$ cat config.mk
export PLATFORM = sky130hd
export DESIGN_NAME = pipeline_run_monitor
export DESIGN_NICKNAME = d
export VERILOG_FILES = /design/src/rtl/rv_sim_pkg.sv /design/src/rtl/sat_counter.sv /design/src/rtl/pipeline_run_monitor.sv
export SDC_FILE = /design/constraint.sdc
export NUM_CORES = 1
export LEC_CHECK = 0
export BUFFER_PORTS_ARGS = -buffer_cell sky130_fd_sc_hd__buf_2
export CORE_ASPECT_RATIO = 0.8
export CORE_MARGIN = 2
export CORE_UTILIZATION = 50
export CTS_CLUSTER_DIAMETER = 80
export DETAILED_ROUTE_END_ITERATION = 12
export MAX_ROUTING_LAYER = met4
export PLACE_DENSITY_LB_ADDON = 0.1
export REMOVE_ABC_BUFFERS = 1
export SETUP_SLACK_MARGIN = 0.2
export SLEW_MARGIN = 20
export SYNTH_ARGS = -nofsm -noshare
export SYNTH_HDL_FRONTEND = slang
export SYNTH_HIERARCHICAL = 1
export SYNTH_SLANG_ARGS = --single-unit
$ cat constraint.sdc
create_clock -name clk -period 3.6 [get_ports clk]
set_clock_uncertainty 0.15 [all_clocks]
set_input_delay 0.72 -clock clk [delete_from_list [all_inputs] [get_ports clk]]
set_output_delay 0.72 -clock clk [all_outputs]
set_load 0.02 [all_outputs]
$ cat src/rtl/rv_sim_pkg.sv
// Shared encodings and run-control state type for the simulation/run monitor.
package rv_sim_pkg;

    localparam logic [31:0] INST_ECALL    = 32'h0000_0073;
    localparam logic [31:0] INST_JAL_SELF = 32'h0000_006F;
    localparam logic [4:0]  REG_X0        = 5'd0;

    typedef enum logic [2:0] {
        ST_IDLE,
        ST_RUN,
        ST_DRAIN,
        ST_DONE,
        ST_FAIL
    } run_state_t;

    // Either encoding marks the end of a test program.
    function automatic logic is_halt(input logic [31:0] inst);
        return (inst == INST_ECALL) || (inst == INST_JAL_SELF);
    endfunction

endpackage

$ cat src/rtl/sat_counter.sv
// Up-counter with synchronous clear and enable that sticks at all-ones instead of wrapping.
module sat_counter #(
    parameter int WIDTH = 32
) (
    input  logic             clk,
    input  logic             rst,
    input  logic             clr,
    input  logic             en,
    output logic [WIDTH-1:0] count
);

    function automatic logic [WIDTH-1:0] sat_inc(input logic [WIDTH-1:0] value);
        return (&value) ? value : value + WIDTH'(1);
    endfunction

    always_ff @(posedge clk or posedge rst) begin
        if (rst) begin
            count <= '0;
        end else if (clr) begin
            count <= '0;
        end else if (en) begin
            count <= sat_inc(count);
        end
    end

endmodule

$ cat src/rtl/pipeline_run_monitor.sv
// Watches the writeback stage: detects halt, drains, enforces cycle and watchdog budgets,
// and reports pass/fail, retirement counters and a checksum of register writes.
module pipeline_run_monitor
    import rv_sim_pkg::*;
#(
    parameter int XLEN         = 32,
    parameter int CNT_W        = 32,
    parameter int MAX_CYCLES   = 1000,
    parameter int WATCHDOG     = 64,
    parameter int DRAIN_CYCLES = 4,
    parameter int SIG_REG      = 10
) (
    input  logic             clk,
    input  logic             rst,
    input  logic             wb_valid,
    input  logic             wb_reg_write,
    input  logic [4:0]       wb_rd,
    input  logic [XLEN-1:0]  wb_data,
    input  logic [XLEN-1:0]  wb_pc,
    input  logic [31:0]      wb_inst,
    output logic [CNT_W-1:0] cycle_count,
    output logic [CNT_W-1:0] retire_count,
    output logic [XLEN-1:0]  checksum,
    output logic [XLEN-1:0]  halt_pc,
    output logic             done,
    output logic             pass,
    output logic             timeout,
    output logic             hang
);

    run_state_t       state, state_next;
    logic [CNT_W-1:0] watchdog_count;
    logic [CNT_W-1:0] drain_count;
    logic [XLEN-1:0]  sig_shadow;

    logic in_run, in_drain, retire, reg_write, halt_retire;
    logic budget_hit, watchdog_hit, drain_over;
    logic set_timeout, set_hang, set_done;

    assign in_run       = (state == ST_RUN);
    assign in_drain     = (state == ST_DRAIN);
    assign retire       = in_run && wb_valid;
    assign reg_write    = retire && wb_reg_write && (wb_rd != REG_X0);
    assign halt_retire  = retire && is_halt(wb_inst);
    assign budget_hit   = in_run && (cycle_count == CNT_W'(MAX_CYCLES - 1));
    assign watchdog_hit = in_run && !wb_valid && (watchdog_count == CNT_W'(WATCHDOG - 1));
    assign drain_over   = in_drain && (drain_count == CNT_W'(DRAIN_CYCLES));

    sat_counter #(.WIDTH(CNT_W)) u_cycle (
        .clk(clk), .rst(rst), .clr(1'b0), .en(in_run || in_drain), .count(cycle_count)
    );

    sat_counter #(.WIDTH(CNT_W)) u_retire (
        .clk(clk), .rst(rst), .clr(1'b0), .en(retire), .count(retire_count)
    );

    sat_counter #(.WIDTH(CNT_W)) u_watchdog (
        .clk(clk), .rst(rst), .clr(retire), .en(in_run && !wb_valid), .count(watchdog_count)
    );

    sat_counter #(.WIDTH(CNT_W)) u_drain (
        .clk(clk), .rst(rst), .clr(halt_retire), .en(in_drain), .count(drain_count)
    );

    always_ff @(posedge clk or posedge rst) begin
        if (rst) begin
            state <= ST_IDLE;
        end else begin
            state <= state_next;
        end
    end

    // A retiring halt wins over a budget or watchdog expiry in the same cycle.
    always_comb begin
        state_next  = state;
        set_timeout = 1'b0;
        set_hang    = 1'b0;
        set_done    = 1'b0;
        case (state)
            ST_IDLE: state_next = ST_RUN;
            ST_RUN: begin
                if (halt_retire) begin
                    state_next = ST_DRAIN;
                end else if (budget_hit || watchdog_hit) begin
                    state_next  = ST_FAIL;
                    set_timeout = budget_hit;
                    set_hang    = watchdog_hit;
                end
            end
            ST_DRAIN: begin
                if (drain_over) begin
                    state_next = ST_DONE;
                    set_done   = 1'b1;
                end
            end
            default: state_next = state;
        endcase
    end

    always_ff @(posedge clk or posedge rst) begin
        if (rst) begin
            checksum   <= '0;
            sig_shadow <= '0;
            halt_pc    <= '0;
            done       <= 1'b0;
            pass       <= 1'b0;
            timeout    <= 1'b0;
            hang       <= 1'b0;
        end else begin
            if (reg_write) begin
                checksum <= {checksum[XLEN-2:0], checksum[XLEN-1]} ^ wb_data ^ XLEN'(wb_rd);
                if (wb_rd == 5'(SIG_REG)) begin
                    sig_shadow <= wb_data;
                end
            end
            if (halt_retire) begin
                halt_pc <= wb_pc;
            end
            if (set_done) begin
                done <= 1'b1;
                pass <= (sig_shadow == '0);
            end
            timeout <= timeout | set_timeout;
            hang    <= hang | set_hang;
        end
    end

endmodule

Word-level counts from Yosys, hierarchy flattened
Cells that the tools add are included.
{"block": "op_classes", "reduce_logical": 28, "bitwise_logic": 6, "addsub": 4, "mux": 18, "eq_ne": 12}
{"cell": "2-to-1 mux 32 bit", "count": 6}
{"cell": "adder 32 x 1 -> 32 bit (second input constant)", "count": 4}
{"cell": "AND reduction 32 bit", "count": 4}
{"cell": "equality test 32 x 7 -> 1 bit (second input constant)", "count": 2}
{"cell": "equality test 32 x 10 -> 1 bit (second input constant)", "count": 1}
{"cell": "equality test 32 x 3 -> 1 bit (second input constant)", "count": 1}
{"cell": "equality test 32 x 6 -> 1 bit (second input constant)", "count": 1}
{"cell": "logical NOT 32 bit", "count": 1}
{"cell": "bitwise XOR 32 bit", "count": 1}
{"cell": "bitwise XOR 32 x 5 -> 32 bit", "count": 1}
{"cell": "AND reduction 2 bit", "count": 5}
{"cell": "2-to-1 mux 3 bit", "count": 3}
{"cell": "one-hot mux 3 bit (3 select lines)", "count": 1}
{"cell": "logical AND 1 bit", "count": 8}
{"cell": "2-to-1 mux 1 bit", "count": 8}
{"cell": "equality test 5 x 4 -> 1 bit (second input constant)", "count": 1}
{"cell": "nonzero test 5 bit", "count": 1}
{"cell": "inequality test 2 bit (second input constant)", "count": 2}
{"cell": "nonzero test 2 bit", "count": 2}
{"cell": "equality test 3 x 1 -> 1 bit (second input constant)", "count": 1}
{"cell": "equality test 3 x 2 -> 1 bit (second input constant)", "count": 1}
{"cell": "logical NOT 3 bit", "count": 1}
{"cell": "logical OR 1 bit", "count": 3}
{"cell": "inequality test 3 x 1 -> 1 bit (second input constant)", "count": 1}
{"cell": "other kinds (6)", "count": 8}
{"block": "totals", "ff_bits": 231, "in_bits": 105, "out_inout_bits": 132}

Logic depth before layout (Yosys ltp)
Gate-level depths: netlist (run 1).
{"block": "logic_depth", "depth_word": 8, "mapped_depth": 9}

Hierarchy
The synthesis (run 1) kept the hierarchy.
{"mod": "sat_counter", "n_inst": 4, "seq_area_each_um2": 800.8, "area_per_inst_um2": 1829.3, "cells_each": 190}
{"mod": "pipeline_run_monitor", "n_inst": 1, "seq_area_each_um2": 2577.5, "area_per_inst_um2": 4683.2, "cells_each": 371}

Worst setup path after synthesis (run 1)
Ideal clock, no wire load.
{"block": "synth_path", "path_kind": "register to register", "from": "register state[1]", "to": "register u_watchdog.count[16]", "setup_slack_ns": 1.126, "period_less_slack_ns": 2.474, "arrival_ns": 2.192, "path_stages_with_launch": 9, "cell_sequence": "dfrtp_1 -> or3_1 -> nor2_1 -> and2_1 -> nand3_1 -> clkbuf_1 -> a2111oi_0 -> xnor2_1 -> nor2_1"}
{"block": "synth_between", "elab_chain_cells": 4, "elab_cells_between_ends": 7, "classes_between": "2 x eq/ne; 1 x mux; 4 x reduce/logical"}
{"item": "from (decl)", "line": "pipeline_run_monitor.sv:31", "rtl": "run_state_t state, state_next;"}
{"item": "from (signal assigned)", "line": "pipeline_run_monitor.sv:69", "rtl": "state <= state_next;"}
{"item": "equality test 3 x 1 -> 1 bit *", "line": "pipeline_run_monitor.sv:40", "rtl": "assign in_run = (state == ST_RUN);"}
{"item": "logical AND 1 bit (on tied branches)", "line": "pipeline_run_monitor.sv:42, pipeline_run_monitor.sv:58"}
{"item": "inequality test 2 bit (no source line) or nonzero test 2 bit (tied branches)"}
{"item": "AND reduction 2 bit (no source line)"}
{"item": "to (signal assigned)", "line": "sat_counter.sv:22", "rtl": "count <= sat_inc(count);"}
{"item": "to (decl)", "line": "sat_counter.sv:9", "rtl": "output logic [WIDTH-1:0] count"}
Mark *: on every way between the ends. The rest lies on a longest branch, timed or not.
A chain may end at the register's enable or synchronous reset.

Worst setup path in the final report (run 1)
{"block": "layout_path", "from": "register state[1]", "to": "register u_retire.count[16]"}
{"block": "layout_between", "elab_chain_cells": 3}
{"item": "equality test 3 x 1 -> 1 bit", "line": "pipeline_run_monitor.sv:40"}
{"item": "logical AND 1 bit", "line": "pipeline_run_monitor.sv:42", "rtl": "assign retire = in_run && wb_valid;"}
{"item": "net retire", "line": "pipeline_run_monitor.sv:36", "rtl": "logic in_run, in_drain, retire, reg_write, halt_retire;"}
{"item": "AND reduction 2 bit (no source line)"}
{"item": "to (signal assigned)", "line": "sat_counter.sv:22"}
{"item": "to (decl)", "line": "sat_counter.sv:9"}
The timed path passes the listed nets, and every way through them passes these cells.

==> impl_results.md, run 1 <==
- Reg2reg path depth: 7
- Core area: 0.02346 mm2
- Resized Gates After CTS: 0
- Final Hold Viols: 0
- Hold buffers post-CTS: 0
- Cts bufs inserted: 25
- Worst vdd ir: 304.6 uV
- Largest fanout on the critical path: 17
- CTS max path bufs: 3
- Crit path to: u_retire/count[16]
- Synthesized area per cell: 10.61 um2
- Number of synthesized register bits: 231
- FF-to-FF setup slack: 0.66 ns
- CP cell instances: nor3b_2, and2_2, and2_1, nand3_1, a2111oi_0, xnor2_1, nor2_1
- Fill count: 2006
- CP max stage cell: a2111oi_0
- Measured slew at the worst slew-check pin: roughly 1.1 ns
- Setup CP Type: register to register
- Via/cell ratio: between 5 and 6
- Placed cell areas: about 0.013 mm2
- Die Width: 177.2 um
- Final setup violation count: 0
- Slew Limit Fails: 0
- Status: finished clean
- Port-buffer cells: 236
- RSZ-0062 raised after global routing: false
- Via count: roughly 9600
- Tot GR Track Use: 23.90%
- Largest net degree at the start of global routing: 65
- Fraction of layout cells with a size suffix above 1: 28.97%
- Highest-count cells in the layout ignoring fill and taps: buf_2 (236), dfrtp_1 (231), nor2_1 (90)
- Final Power: 5.437 mW
- Drt total wl: 29320 um
- Worst relative slew slack: 28.94%
- Synthesized cell area: about 0.012 mm2
- I/O Pins: 237
- Synth async-reset ratio: 100.0%
- Top FF cell, synth: dfrtp_1
- Yosys Warn Count: 6
- Sequential cell area: 0.005781 mm2
- Number of flops mapped to enable cells by yosys: 0
- WL/cell: ~17 um
- Die Area: 0.02526 mm2
- Commonest non-fill, non-tap cell in the layout: buf_2
- Pwr/cell area: 380.9 mW/mm2
- First-pass GRT wire length: 47710 um
- HPWL Detailed: 20890 um
- HP Class: input port to async pin
- Placed cell count: 1650
- Final Non-Filler Cells: 1697
- CTS tree: yes
- Vias in the first global route: just over 9000
- Minimum clock period: 2.938 ns
- Leak pwr: roughly 6.8 nW
- Die height: approximately 140 um
- Req. time, crit path: about 3.9 ns
- Clk sinks: 231
- NumNets Final: 1474
- Drt drc: 0
- CP peak stage delay: 0.61 ns
- Clock-pin transition on the worst setup and hold timing paths: 0.06 ns
- Root Buffer: clkbuf_16
- Hold_ws: between 0.07 and 0.08 ns
- Area Growth Syn to Fin: 18.94%
- Initial antenna violation count: 1
- Initial detailed-routing violation count: about 600
- Setup TNS: 0 ns
- Final Cycle Share: between 80% and 90%
- Crit Reg-Reg Endpoint: u_retire/count[16]
- Max Cap Viol: 0
- RR Startpoint: state[1]
- Antenna Nets Post-Route: 0
- Gr ovfl total: 0
- Pre-antenna DRT Iters: 5
- Yosys cell types: 52
- Achievable Freq: 340.4 MHz
- Post-route cell area: 0.01427 mm2
- Area of the multi-input gates: 0.005823 mm2
- Post-CTS Setup Bufs: 0
- Arrival @ worst endpoint: around 3.2 ns
- Crit path from: state[1]
- Row Count: 50
- Post-synthesis sequential area ratio: around half
- H-tree levels: 1
- Type of origin of the critical path: register
- Starting Density: 51.15%
- Kind of end point of the critical path: register
- Gate Count Post-Synth: 1131
- Clk Latency, worst-skew pair: 0.53 ns
- Final GP Congestion: roughly 0.85
## metrics by stage
step | util [%] | setup WS (ns)
after floorplan | - | -0.6418
final | 60.84 | 0.6624
after detailed placement | 57.18 | 0.6162
after global placement | 57.18 | 0.6539
after global routing | 60.84 | 0.4949
after CTS | 60.83 | 0.6686
## cell type report
cell class,instances,share of cell area (%)
Clock inverter,13,1.122
Clock buffer,33,4.874
Inverter,20,0.5435
Tap cell,312,2.735
Sequential cell,231,40.50
Multi-Input combinational cell,831,40.80
Timing Repair Buffer,256,9.414
Antenna cell,1,0.01753
## worst min-delay path by stage
stage                     endpoint  cells past startpoint            from  slack [ns]
floorplan           sig_shadow[31]                      1  sig_shadow[31]        0.33
global placement              done                      1            done        0.30
detailed placement            hang                      1            hang        0.30
CTS                    halt_pc[24]                      2             rst        0.07
global route            halt_pc[0]                      2             rst        0.09
finish                  halt_pc[0]                      2             rst        0.07
## report_power, final
group          leakage (nW)  switching, mW  internal [mW]  total, mW
logic                  3.31          0.109         0.0674      0.176
registers              3.06       0.000720           2.60       2.60
clock network         0.421           1.08           1.58       2.66
## cells in the mapped netlist (all sizes together), types with 16 or more instances
master,instances,area share [%]
dfrtp,231,48
xnor2,72,5.3
nor4,68,4.3
clkbuf,31,0.97
or4,20,1.4
o21ai,62,2.6
and3,16,0.83
buf,23,1.9
mux2,89,9.4
or3,37,1.9
nand2,77,2.4
nor3,22,1.0
nand4,38,2.5
o31ai,24,2.0
a21oi,53,2.2
nor2,90,2.8
inv,20,0.63
nand3,43,1.8
nor2b,20,1.0
## registers in the layout, summed over array words and instances (netlist names)
register,flops
hang,1
u_watchdog/count,32
state,3
u_retire/count,32
halt_pc,32
checksum,32
u_drain/count,32
u_cycle/count,32
pass,1
sig_shadow,32
done,1
timeout,1
## cells by family (layout without fill, tap and decap cells)
logic type,Yosys count,count (layout),synth area share [%]
muxes,93,93,9.749
AOI/OAI and AO/OA,170,170,8.883
buffers and inverters,74,322,3.545
DFF,231,231,48.17
xor gates and xnor gates,85,85,6.204
and+or+nand+nor,473,473,23.00
adders and majority gates,4,4,0.4171
other,1,7,0.03125
## critical path: cells and delay by family, from the launching register on
| kind | cells | cell delay (ns) |
|---|---|---|
| AO/OA/AOI/OAI | 1 | 0.61 |
| AND/OR/NAND/NOR | 5 | 1.45 |
| flip-flops | 1 | 0.43 |
| XOR/XNOR | 1 | 0.17 |
## per-layer routing
layer,part of all wire (%),GRT usage (%),vias up
met3,5.6,4.781,36
li1,-,-,4639
met4,1.9,5.394,0
met5,0,-,-
met1,48,33.92,4632
met2,45,35.45,264
Note: power is estimated with default switching activity, not from simulation.
==> run 2, diff against run 1 <==
Clock period 3.6 ns to 2.5 ns, I/O delays scaled along.
==> run 2 against run 1 <==
  * Final cell count up 6.7%
  * Wire length up 9.0%
  * Die area stayed put
  * Critical path depth is 1 lower
  * Sequential share of layout area fell by 3.1 points
  * Flip-flop and latch count stayed put
  * Count of clock-buffer cells in the layout unchanged
  * Fmax increased by 29%
  * First-iteration DRC count increased by 25%
  * Combinational power increased by 47%
  * Largest power group unchanged
  * Highest routed layer unchanged
==> impl_results.md, run 2 (same netlist as run 1, synthesis figures left out) <==
- Pwr/cell area: 510.4 mW/mm2
- NumNets Final: between 1500 and 2000
- Worst vdd ir: 443.4 uV
- Port-buffer cells: 236
- CP cell instances: nand3_2, or4_4, o31ai_4, buf_4, nor3_1, mux2_4
- Core area: between 0.02 and 0.025 mm2
- CTS max path bufs: 3
- H-tree levels: 1
- Largest net degree at the start of global routing: 65
- Final WS setup: 0.2251 ns
- Highest-count cells in the layout ignoring fill and taps: buf_2 (237), dfrtp_1 (220), buf_4 (120)
- Measured slew at the worst slew-check pin: 0.6462 ns
- Final setup violation count: 0
- Max Cap Viol: 0
- Area Growth Syn to Fin: 29.02%
- Setup TNS: 0 ns
- Die Area: between 0.02 and 0.03 mm2
- Hold_ws: 0.05503 ns
- WP buf/inv: 1
- Clk sinks: 231
- Clock-pin transition on the worst setup and hold timing paths: 0.06 ns
- Row Count: 50
- Req. time, crit path: 2.75 ns
- Pre-antenna DRT Iters: 8
- Clk Latency, worst-skew pair: about 0.52 ns
- Internal power: 6.224 mW
- Arrival @ worst endpoint: 2.52 ns
- Fill count: 1922
- Final Hold Viols: 0
- Drt total wl: 31950 um
- Final Power: roughly 8 mW
- Final GP Congestion: around 0.87
- Gr ovfl total: 0
- Tot GR Track Use: 25.27%
- Cts bufs inserted: 24
- Via count: 10213
- Commonest non-fill, non-tap cell in the layout: buf_2
- Net Switching: 1.678 mW
- CP peak stage delay: 0.62 ns
- Slew Limit Fails: 0
- Finished Core Util: 65.99%
- Largest fanout on the critical path: 7
- Minimum clock period: 2.275 ns
- Initial antenna violation count: 1
- Combinational power share: 3.3%
- Setup CP Type: register to register
- Achievable Freq: 439.6 MHz
- Worst relative slew slack: between 50% and 60%
- Switching Fraction: 21.24%
- CP top delay family: simple AND/OR/NAND/NOR gates
- HPWL Detailed: 22020 um
- HP Class: input port to register
- Placed cell areas: 0.01404 mm2
- Dpl ws: between 0.09 and 0.1 ns
- Die Width: 177.2 um
- Root Buffer: clkbuf_16
- Initial detailed-routing violation count: 748
- CTS tree: yes
- Reg power frac: 47.3%
- Kind of end point of the critical path: register
- First-pass GRT wire length: 50330 um
- Drt drc: 0
- Antenna Nets Post-Route: 0
- WL/cell: 17.64 um
- Post-route cell area: 0.01548 mm2
- Starting Density: 51.15%
- Die height: roughly 140 um
- Status: finished clean
- Final Non-Filler Cells: approximately 1800
- Final Cycle Share: between 90 and 100%
- Clk pwr share: 49.4%
- RSZ-0062 raised after global routing: true
- Placed cell count: 1727
- Leak pwr: 7.439 nW
- Fraction of layout cells with a size suffix above 1: approximately 37%
- CP max stage cell: or4_4
- I/O Pins: ~240
- Type of origin of the critical path: register
- Vias in the first global route: 9838
- Via/cell ratio: 5.639
run 2: changes by cell type in the layout (fill, tap and decap cells not counted), sizes merged:
cell / before / now
buf: 256 / 371
clkinv: 7 / 4
bufinv: 3 / 4
clkbuf: 33 / 34
dlygate4sd3: 0 / 1
inv: 21 / 20
run 2: per-layer routing:
| metal | track usage (%) | share of wire, % |
|---|---|---|
| met4 | 6.612 | 2.5 |
| met1 | 35.93 | 47 |
| met5 | - | 0 |
| met3 | 4.514 | 5.7 |
| met2 | 37.40 | 45 |
run 2: repair_timing:
item,CTS,global route
endpoints found under the hold margin,128,0
pin swaps,2,10
setup endpoints to repair,37,66
cloned,0,2
setup buffers,7,30
hold buffers,1,0
gates resized for setup,9,50
run 2: power groups by stage:
stage / combinational [mW] / clock, mW / sequential, mW
floorplan: 0.109 / 0 / 3.81
global placement: 0.253 / 0 / 3.81
detailed placement: 0.256 / 0 / 3.81
CTS: 0.259 / 3.99 / 3.74
global route: 0.291 / 4.17 / 3.74
finish: 0.258 / 3.90 / 3.74
run 2: worst reg2reg max path, cell delays in order (launching register included):
cell and delay, ns:
dfrtp_1 0.43, nand3_2 0.12, or4_4 0.62, o31ai_4 0.28, buf_4 0.20, nor3_1 0.07
mux2_4 0.29
run 2: path summary, 6_finish.rpt:
check,endpoint,cells after the start,slack [ns],startpoint
setup / recovery,u_drain/count[15],6,0.23,u_drain/count[15]
hold / removal,halt_pc[31],2,0.06,wb_pc[31]
setup reg to reg,u_drain/count[15],6,0.23,u_drain/count[15]
hold reg to reg,hang,1,0.32,hang
max in group asynchronous,checksum[26],4,1.13,rst
min in group asynchronous,checksum[2],3,0.45,rst
run 2: cell type report:
class | instances | area, um2 | share of cell area (%)
diodes | 1 | 2.502 | 0.01616
clock buffers | 33 | 704.4 | 4.550
clock inverters | 10 | 166.4 | 1.075
inverters | 20 | 77.57 | 0.5011
multi-input cells | 831 | 6015 | 38.85
flip-flops and latches | 231 | 5794 | 37.43
well taps | 312 | 390.4 | 2.521
repair buffers | 373 | 2332 | 15.06
==> run 3, diff against run 2 <==
--- a/config.mk
+++ b/config.mk
@@ -7,2 +7,3 @@
 export LEC_CHECK = 0
+export ABC_AREA = 1
 export BUFFER_PORTS_ARGS = -buffer_cell sky130_fd_sc_hd__buf_2
@@ -10,3 +11,3 @@
 export CORE_MARGIN = 2
-export CORE_UTILIZATION = 50
+export CORE_UTILIZATION = 52
 export CTS_CLUSTER_DIAMETER = 80
--- a/constraint.sdc
+++ b/constraint.sdc
@@ -4,2 +4,2 @@
 set_output_delay 0.5 -clock clk [all_outputs]
-set_load 0.02 [all_outputs]
+set_load 0.005 [all_outputs]
==> run 3 against run 2 <==
  * Core utilization is 4.2 points lower
  * Sequential share of layout area decreased by 4.3 points
  * Critical path depth increased by 4
  * Hold slack gained 0.0030 ns
  * Total power rose by 3.2%
  * Clock power fell by 1%
  * Combinational power up 90%
  * Register-to-register slack gained 0.11 ns
  * Non-clock buffer count is 75 lower
  * Cell area increased by 13%
==> impl_results.md, run 3 <==
- Area leader, netlist: dfrtp_1
- WL/cell: 14.57 um
- Final Non-Filler Cells: ~2700
- Antenna Nets Post-Route: 0
- Pwr/cell area: 467.5 mW/mm2
- Type of origin of the critical path: register
- Cts bufs inserted: 26
- Clk Latency, worst-skew pair: ~0.55 ns
- Gr ovfl total: 0
- Synth async-reset ratio: 100.0%
- Sequential cell area: about 0.0058 mm2
- HP Class: input port to register
- H-tree levels: 1
- Commonest non-fill, non-tap cell in the layout: nand2_1
- Drt drc: 0
- Hold_ws: 0.05801 ns
- Arrival @ worst endpoint: 2.47 ns
- Kind of end point of the critical path: register
- Fill count: 2539
- Gate Count Post-Synth: 1994
- Largest fanout on the critical path: 21
- Clk sinks: 231
- Post-synthesis sequential area ratio: 38.92%
- Core area: 0.02821 mm2
- Tot GR Track Use: roughly a quarter
- Setup TNS: 0 ns
- Dpl ws: 0.2481 ns
- Final WS setup: around 0.33 ns
- Via/cell ratio: 5.211
- Top-count cell post-synth: nand2_1
- Number of synthesized register bits: 231
- Die height: 155.2 um
- Yosys Warn Count: 6
- Final Power: 8.155 mW
- CP top delay family: simple AND/OR/NAND/NOR gates
- Area of the multi-input gates: 0.007797 mm2
- WP buf/inv: 1
- Largest net degree at the start of global routing: 65
- Minimum clock period: between 2 and 2.5 ns
- Die Area: 0.02994 mm2
- Ant diodes: 0
- HPWL Detailed: 27820 um
- Clock-pin transition on the worst setup and hold timing paths: 0.06 ns
- RSZ-0062 raised after global routing: false
- CP max stage cell: dfrtp_1
- Drt total wl: 38720 um
- CTS max path bufs: 3
- Measured slew at the worst slew-check pin: approximately 0.56 ns
- Placed cell areas: between 0.015 and 0.02 mm2
- Worst vdd ir: 449.9 uV
- Status: finished clean
- Final Hold Viols: 0
- Max Cap Viol: 0
- CP peak stage delay: 0.42 ns
- Fraction of layout cells with a size suffix above 1: 26.18%
- First-pass GRT wire length: 63830 um
- Vias in the first global route: about 13000
- Via count: 13851
- Pre-antenna DRT Iters: 5
- NumNets Final: between 2000 and 2500
- Synthesized area per cell: roughly 7.4 um2
- Setup CP Type: register to register
- Slew Limit Fails: 0
- Port-buffer cells: around 240
- CTS tree: yes
- Share of the synthesized area in the top cell type: 38.92%
- Final GP Congestion: approximately 0.91
- CP cell instances: ha_1, nand2_2, nor2_4, nand2_4, nor2_8, nand4_4, nand2_8, buf_12, nand2_1, o21ai_2
- Die Width: between 150 and 200 um
- Yosys cell types: 41
- Final Cycle Share: 86.67%
- Number of flops mapped to enable cells by yosys: 0
- Final setup violation count: 0
- Highest-count cells in the layout ignoring fill and taps: nand2_1 (624), nor2_1 (258), buf_2 (236)
- Synthesized cell area: 0.01485 mm2
- Synth top area cells: dfrtp_1 (39%), nand2_1 (16%), o21ai_2 (6.8%)
- Top cells by count, synth: nand2_1 (624), nor2_1 (259), dfrtp_1 (231), nand3_1 (179), inv_1 (174)
- Achievable Freq: 461.5 MHz
- Initial antenna violation count: 0
- Worst relative slew slack: 62.72%
- Leak pwr: 8.518 nW
- Post-route cell area: approximately 0.017 mm2
- Placed cell count: 2577
- Root Buffer: clkbuf_16
- Starting Density: between 50% and 60%
- Row Count: 55
- Area Growth Syn to Fin: 17.45%
- Top FF cell, synth: dfrtp_1
- Finished Core Util: ~62%
- I/O Pins: 237
- Req. time, crit path: 2.81 ns
- Initial detailed-routing violation count: 975
==> run 3: cell count changes after synthesis, sizes merged, moves of 27 or more <==
cell,previous run,this run
xnor2,72,44
nor4,68,11
o21ai,62,140
o21bai,1,28
nor2,90,296
mux2,89,0
inv,20,192
nand2,77,710
or3,37,0
nand3,43,181
==> run 3: power breakdown <==
part           internal (mW)  switching (mW)  leakage, nW
sequential              3.77          0.0366         3.19
combinational          0.209           0.282         4.92
clock                   2.24            1.61        0.408
total                   6.22            1.93         8.52
==> run 3: area by class of cell <==
type                       instances  area share (%)
clock buffer                      36           4.174
sequential                       231           33.14
inverter                         192           4.146
multi-input combinational       1522           44.70
clock inverter                     9          0.6814
tap                              370           2.654
timing repair buffer             298           10.51
==> run 3: cells by family after synthesis <==
kind of cell               count (synthesis)  share of synthesized area [%]
buffers and inverters                    243                          8.702
other                                      1                        0.02525
and+or+nand+nor                         1247                          37.87
AOI/OAI and AO/OA                        215                          11.03
adders and majority gates                  4                         0.3370
xor gates and xnor gates                  53                          3.125
DFF                                      231                          38.92
==> run 3: worst paths after layout <==
kind	startpoint	endpoint	slack [ns]	cells past startpoint
setup / recovery	u_drain/count[0]	u_drain/count[27]	0.33	10
hold / removal	wb_data[5]	sig_shadow[5]	0.06	3
setup reg to reg	u_drain/count[0]	u_drain/count[27]	0.33	10
hold reg to reg	timeout	timeout	0.30	1
max in group asynchronous	rst	sig_shadow[7]	1.11	4
min in group asynchronous	rst	halt_pc[8]	0.47	3
==> run 3: what timing repair did <==
action | 4_1_cts | 5_1_grt
endpoints found under the hold margin | 177 | 0
resized for setup | 0 | 2
hold buffers | 33 | 0
endpoints found under the setup margin | 0 | 8
buffers inserted | 0 | 2
==> run 3: tightest hold or removal path: cells and delay by family <==
| family | cells | cell delay (ns) |
|---|---|---|
| compound gates | 1 | 0.05 |
| buf+inv | 2 | 0.17 |
==> run 3: layer usage <==
metal  share of wire (%)  GRT usage (%)  vias up
met4                 1.9          5.628        0
met1                  48          39.02     6537
met2                  44          39.89      396
met3                 6.0          3.203       57
li1                    -              -     6861
met5                   0              -        -
